**src/rtl/tpu_pkg.sv**
```systemverilog
// Shared types and constants for the MAC-array operand feeders.
package tpu_pkg;

  typedef enum logic [1:0] {StIdle, StLoad, StFull, StStream} feeder_state_e;

  localparam int unsigned DefaultDim    = 8;
  localparam int unsigned DefaultBitsAb = 8;

  // Injection takes 2*DIM-1 cycles, then DIM-1 more to flush the far corner.
  function automatic int unsigned stream_len(input int unsigned dim);
    return 3 * dim - 2;
  endfunction

endpackage

```
**src/rtl/systolic_skew_feeder_if.sv**
```systemverilog
// Row-load and skewed-lane bus between a tile source, the feeder and the MAC array edge.
interface systolic_skew_feeder_if #(
    parameter int unsigned DIM     = tpu_pkg::DefaultDim,
    parameter int unsigned BITS_AB = tpu_pkg::DefaultBitsAb
);
    logic                   row_valid;
    logic                   row_ready;
    logic [DIM*BITS_AB-1:0] row_data;
    logic                   start;
    logic [DIM*BITS_AB-1:0] lane_out;
    logic                   en_out;
    logic                   busy;
    logic                   done;

    modport master (
        output row_valid, row_data, start,
        input  row_ready, lane_out, en_out, busy, done
    );

    modport slave (
        input  row_valid, row_data, start,
        output row_ready, lane_out, en_out, busy, done
    );
endinterface

```
**src/rtl/systolic_skew_feeder.sv**
```systemverilog
// Buffers one DIM x DIM operand tile row by row, then streams it into the systolic array
// with lane r delayed by r cycles.
module systolic_skew_feeder #(
    parameter int unsigned DIM     = tpu_pkg::DefaultDim,
    parameter int unsigned BITS_AB = tpu_pkg::DefaultBitsAb
) (
    input logic                  clk,
    input logic                  rst_n,
    systolic_skew_feeder_if.slave bus
);
    import tpu_pkg::*;

    localparam int unsigned StreamLen = stream_len(DIM);
    localparam int unsigned TW        = $clog2(StreamLen + 1);
    localparam int unsigned CW        = (DIM > 1) ? $clog2(DIM) : 1;

    feeder_state_e          state_q;
    logic [CW-1:0]          cnt_q;
    logic [TW-1:0]          t_q;
    logic [TW-1:0]          t_sel;
    logic [BITS_AB-1:0]     mem [DIM][DIM];
    logic [DIM*BITS_AB-1:0] lane_q, lane_d;
    logic                   en_q, busy_q, done_q;
    logic                   accept;

    // Gated with rst_n so the source sees no ready while reset is held.
    assign bus.row_ready = rst_n && ((state_q == StIdle) || (state_q == StLoad));
    assign accept        = bus.row_valid && bus.row_ready;

    always_ff @(posedge clk) begin
        if (accept) begin
            for (int k = 0; k < int'(DIM); k++) begin
                mem[cnt_q][k] <= bus.row_data[k*BITS_AB +: BITS_AB];
            end
        end
    end

    // Operands for the stream cycle being registered: t=0 on the launch edge, else t_q.
    always_comb begin
        lane_d = '0;
        t_sel  = (state_q == StFull) ? '0 : t_q;
        for (int r = 0; r < int'(DIM); r++) begin
            for (int k = 0; k < int'(DIM); k++) begin
                if (int'(t_sel) == r + k) begin
                    lane_d[r*BITS_AB +: BITS_AB] = mem[r][k];
                end
            end
        end
    end

    always_ff @(posedge clk or negedge rst_n) begin
        if (!rst_n) begin
            state_q <= StIdle;
            cnt_q   <= '0;
            t_q     <= '0;
            lane_q  <= '0;
            en_q    <= 1'b0;
            busy_q  <= 1'b0;
            done_q  <= 1'b0;
        end else begin
            done_q <= 1'b0;
            unique case (state_q)
                StIdle, StLoad: begin
                    if (accept) begin
                        cnt_q   <= cnt_q + CW'(1);
                        state_q <= (cnt_q == CW'(DIM - 1)) ? StFull : StLoad;
                    end
                end
                StFull: begin
                    if (bus.start) begin
                        state_q <= StStream;
                        t_q     <= TW'(1);
                        lane_q  <= lane_d;
                        en_q    <= 1'b1;
                        busy_q  <= 1'b1;
                    end
                end
                StStream: begin
                    if (t_q == TW'(StreamLen)) begin
                        state_q <= StIdle;
                        cnt_q   <= '0;
                        t_q     <= '0;
                        lane_q  <= '0;
                        en_q    <= 1'b0;
                        busy_q  <= 1'b0;
                        done_q  <= 1'b1;
                    end else begin
                        lane_q <= lane_d;
                        t_q    <= t_q + TW'(1);
                    end
                end
                default: state_q <= StIdle;
            endcase
        end
    end

    assign bus.lane_out = lane_q;
    assign bus.en_out   = en_q;
    assign bus.busy     = busy_q;
    assign bus.done     = done_q;

endmodule

```
**src/flat_wrapper.sv**
```systemverilog
// flat-port wrapper written by rule: the top's interface ports become plain ports
module systolic_skew_feeder_flat import tpu_pkg::*;
#(
    parameter int unsigned DIM     = tpu_pkg::DefaultDim,
    parameter int unsigned BITS_AB = tpu_pkg::DefaultBitsAb
)
  (clk, rst_n, bus_row_valid, bus_row_data, bus_start, bus_row_ready, bus_lane_out, bus_en_out, bus_busy, bus_done);
  systolic_skew_feeder_if #(.DIM(DIM), .BITS_AB(BITS_AB)) bus_i ();
  input logic clk;
  input logic rst_n;
  input wire logic [$bits(bus_i.row_valid)-1:0] bus_row_valid;
  input wire logic [$bits(bus_i.row_data)-1:0] bus_row_data;
  input wire logic [$bits(bus_i.start)-1:0] bus_start;
  output wire logic [$bits(bus_i.row_ready)-1:0] bus_row_ready;
  output wire logic [$bits(bus_i.lane_out)-1:0] bus_lane_out;
  output wire logic [$bits(bus_i.en_out)-1:0] bus_en_out;
  output wire logic [$bits(bus_i.busy)-1:0] bus_busy;
  output wire logic [$bits(bus_i.done)-1:0] bus_done;
  assign bus_i.row_valid = bus_row_valid;
  assign bus_i.row_data = bus_row_data;
  assign bus_i.start = bus_start;
  assign bus_row_ready = bus_i.row_ready;
  assign bus_lane_out = bus_i.lane_out;
  assign bus_en_out = bus_i.en_out;
  assign bus_busy = bus_i.busy;
  assign bus_done = bus_i.done;
  systolic_skew_feeder #(.DIM(DIM), .BITS_AB(BITS_AB)) u_core (.clk(clk), .rst_n(rst_n), .bus(bus_i));
endmodule
```
**config.mk**
```make
export PLATFORM = sky130hd
export DESIGN_NAME = systolic_skew_feeder_flat
export DESIGN_NICKNAME = d
export VERILOG_FILES = /design/src/rtl/tpu_pkg.sv /design/src/rtl/systolic_skew_feeder_if.sv /design/src/rtl/systolic_skew_feeder.sv /design/src/flat_wrapper.sv
export SDC_FILE = /design/constraint.sdc
export NUM_CORES = 1
export LEC_CHECK = 0
export CORE_MARGIN = 5
export CORE_UTILIZATION = 50
export CTS_BUF_LIST = sky130_fd_sc_hd__clkbuf_4 sky130_fd_sc_hd__clkbuf_8 sky130_fd_sc_hd__clkbuf_16
export DETAILED_ROUTE_END_ITERATION = 7
export DONT_BUFFER_PORTS = 1
export GPL_TIMING_DRIVEN = 0
export PLACE_DENSITY = 0.77
export SYNTH_ARGS = -nofsm -noshare
export SYNTH_HDL_FRONTEND = slang
export SYNTH_SLANG_ARGS = --single-unit
```
**constraint.sdc**
```tcl
create_clock -name clk -period 10.9 [get_ports clk]
set_input_delay 1.09 -clock clk [delete_from_list [all_inputs] [get_ports clk]]
set_output_delay 1.09 -clock clk [all_outputs]
set_load 0.005 [all_outputs]
```
==> impl_metrics.ini <==
[run_status]
outcome = finished with violations
failed_checks = capacitance limit, slew limit

[synthesis]
synth_simple_gate_area_frac = 0.05989
synthDistinctLibCells = 71
synth_largest_type_area_fraction = 0.6495
dominant_combinational_cell_family_by_area_after_synthesis = compound AO/OA/AOI/OAI gates
syn_nets = 1667
async_reset_ff_frac = 0.1293
yosys_most_used_dff = edfxtp_1
avgSynthCellArea_um2 = 14.84
synthAdderAreaFrac = 0.002114
postSynthRegisterBits = 588
synth_area_um2 = 23670
synthesis.yosys.warnings = 0
yosys.area.top_type = edfxtp_1
synth_compound_area_frac = 0.1607
post_synth_mux_area_share = 0.02024
synth.cells.most_frequent = edfxtp_1 (512), a21oi_1 (103), nand2_1 (97), dfrtp_1 (76), nor2_1 (72)
post_synth_xor_area_fraction = 0
synth-edff-count = 512
seq_area_frac_synth = 0.7298
syn_inst = 1595
post_synth_main_area_contributors = edfxtp_1 (65%), dfrtp_1 (8.0%), a21oi_1 (2.2%), nand2_1 (1.5%), a22o_1 (1.4%)
most_numerous_cell_in_the_yosys_netlist = edfxtp_1

[worst_setup_path]
endpoint_kind = flip-flop
reg2reg_to = u_core.bus.lane_out[45]
arrival_ns = 5.50
required_ns = 11.34
setup.worst_path.class = reg2reg
r2r.worst_path.cells = 10
worst_setup_path_start_kind = flip-flop
crit_fanout = 10
cp.buffers_inverters = 6
critical_path.slowest_cell = clkbuf_1
worstReg2RegStart = u_core.t_q[0]
cp_slowest_stage_delay_ns = 0.87
ff_to_ff_setup_slack_ns = 5.83
critPathMostFrequentCell = clkbuf_1
cp_top_family = buffers and inverters
crit_path_cell_trace = buf_2 > inv_2 > clkbuf_1 > clkbuf_1 > ha_1 > nand4b_1 > o21ai_1 > buf_2 > clkbuf_1 > o221ai_1

[drt]
drt_pass1_iterations = 8
detailroute.via_count = 16900
vias_per_cell = 7.184
drc_errors = 0
ant_nets = 0
routed_wl_mm = 93.05
first_iter_violations = 2962
drt-wirelength-per-cell_um = 39.56

[sta]
max_slew.worst_pin.slew_ns = 1.574
slew_violations = 7
final_cycle_utilization_of_the_critical_path = 0.4651
fin_worst_skew_ns = 0.03815
finalSetupViolCount = 0
clock.fmax_mhz = 197.3
finalHoldWorstSlack_ns = 0.1609
post-route-min-period_ns = 5.069
rsz_0062_raised_after_global_routing = false
timing.final.hold_violations = 0
relSlewSlack = -0.05816

[clocking]
cts_root_buf = clkbuf_16
clk_pin_slew_worst_setup_hold_paths_ns = 0.06
holdBufCountCts = 0
clk-insertion-delay-late_ns = 0.65
cts_buffer_count = 58
htree_num_levels = 2
clock-sinks = 588
ctsLongestPathBuffers = 3
cts_resized = 0
tritoncts = done
cts_setup_buffers = 0

[place]
place_area_um2 = 24920
finalWeightedCongestion = 1.002
placement.io_buffers = 0
dp_cells = 2244
dpl.hpwl_mm = 64.64

[finish]
fraction_of_layout_instances_using_a_drive_strength_above_1 = 0.1393
final_cells = 2352
final_area_um2 = 26960
combined_area_of_the_multi_input_logic_cells_um2 = 5797
fillCellCount = 3634
antenna-diode-count = 0
seq_area_um2 = 17280
area_growth_pct = 13.89
final_net_count = 1769

[global_routing]
grt_start_max_net_pins = 78
globalRoute.totalOverflow = 0
globalRouteTotalUtil = 0.3559
via_count_of_the_first_global_routing_pass = 16420
grt_first_pass_wirelength_mm = 126.6
antenna_found_initial = 1

[power_and_ir_drop]
powerDensity_nw_per_um2 = 278.0
cellLeakagePower_uw = 0.009134
ir_worst_vdd_mv = 0.1729

[job]
max_cap_viol_count = 1

[floorplan]
ioPinCount = 136
die_x_um = 227.6
design.die.area_um2 = 51790
rows = 79
start_util = 0.5074
floorplan.core_area_um2 = 46650
chipHeight_um = 227.6

[worst_hold_path]
min-delay-path-class = in2async
cell families after synthesis:
logic type / after synthesis
AOI/OAI and AO/OA: 539
adders and majority gates: 4
buffers and inverters: 134
DFF: 588
muxes: 46
and+or+nand+nor: 284
placed cells by master, fill, tap and decap left out, types with 15 or more instances in the layout:
cell type	synthesis	routed
a222oi_1	24	24
nand2b_1	15	15
a22oi_1	34	34
mux2i_1	31	31
o21ai_1	55	55
o221ai_1	27	27
nor2_1	72	71
a221oi_1	30	30
o22ai_1	17	17
o211ai_1	28	28
o21ai_0	59	59
edfxtp_1	512	512
nand2_1	97	97
a21o_1	18	18
a22o_1	37	37
buf_6	5	25
dfrtp_1	76	76
clkbuf_16	0	58
a32oi_1	16	16
buf_2	46	46
a21oi_1	103	103
nand3_1	17	17
buf_4	12	29
o2bb2ai_1	23	23
clkbuf_1	52	52
power by group:
group | leakage (uW) | internal (uW) | switching [uW] | total, uW
Sequential | 0.00563 | 2670 | 148 | 2820
Clock | 0.00101 | 1270 | 898 | 2160
Combinational | 0.00249 | 659 | 1850 | 2510
area by class of cell:
class / instances / area share
sequential: 588 / 0.6409
multi-input combinational: 873 / 0.2150
clock buffer: 67 / 0.05658
tap: 607 / 0.02817
buffer: 122 / 0.02219
clock inverter: 41 / 0.01908
timing repair buffer: 42 / 0.01643
inverter: 12 / 0.001671
layer usage:
layer | share of wire | GRT usage | vias to the layer above
met5 | 0 | 0 | -
met4 | 0.071 | 0.2022 | 0
met3 | 0.14 | 0.1167 | 251
met2 | 0.44 | 0.5259 | 1528
met1 | 0.35 | 0.4671 | 8509
li1 | - | - | 6609
sequential cells by signal, summed over array words and instances (netlist names):
signal               cells
u_core.mem             512
u_core.bus.lane_out     64
u_core.t_q               5
u_core.cnt_q             3
u_core.state_q           2
u_core.bus.done          1
u_core.bus.en_out        1
through the flow:
stage | total power [uW] | utilization | TNS [ns] | setup WS (ns)
after floorplan | 4105 | - | 0 | 2.192
final | 7494 | 0.5778 | 0 | 5.831
after CTS | 7368 | 0.5778 | 0 | 6.147
after detailed placement | 5256 | 0.5341 | 0 | 6.173
after global placement | 5209 | 0.5237 | -119.13 | -1.234
after global routing | 7631 | 0.5778 | 0 | 5.859
worst max-delay path by stage:
stage / from / to / slack [ns] / cells after the start
global placement: rst_n / u_core.mem[2][49] / -1.23 / 3
CTS: u_core.t_q[0] / u_core.bus.lane_out[15] / 6.15 / 10
finish: u_core.t_q[0] / u_core.bus.lane_out[45] / 5.83 / 10
global route: u_core.t_q[0] / u_core.bus.lane_out[10] / 5.86 / 10
detailed placement: u_core.t_q[0] / u_core.bus.lane_out[15] / 6.17 / 10
floorplan: rst_n / u_core.mem[2][0] / 2.19 / 3
Power figures use the tool's default switching activity.
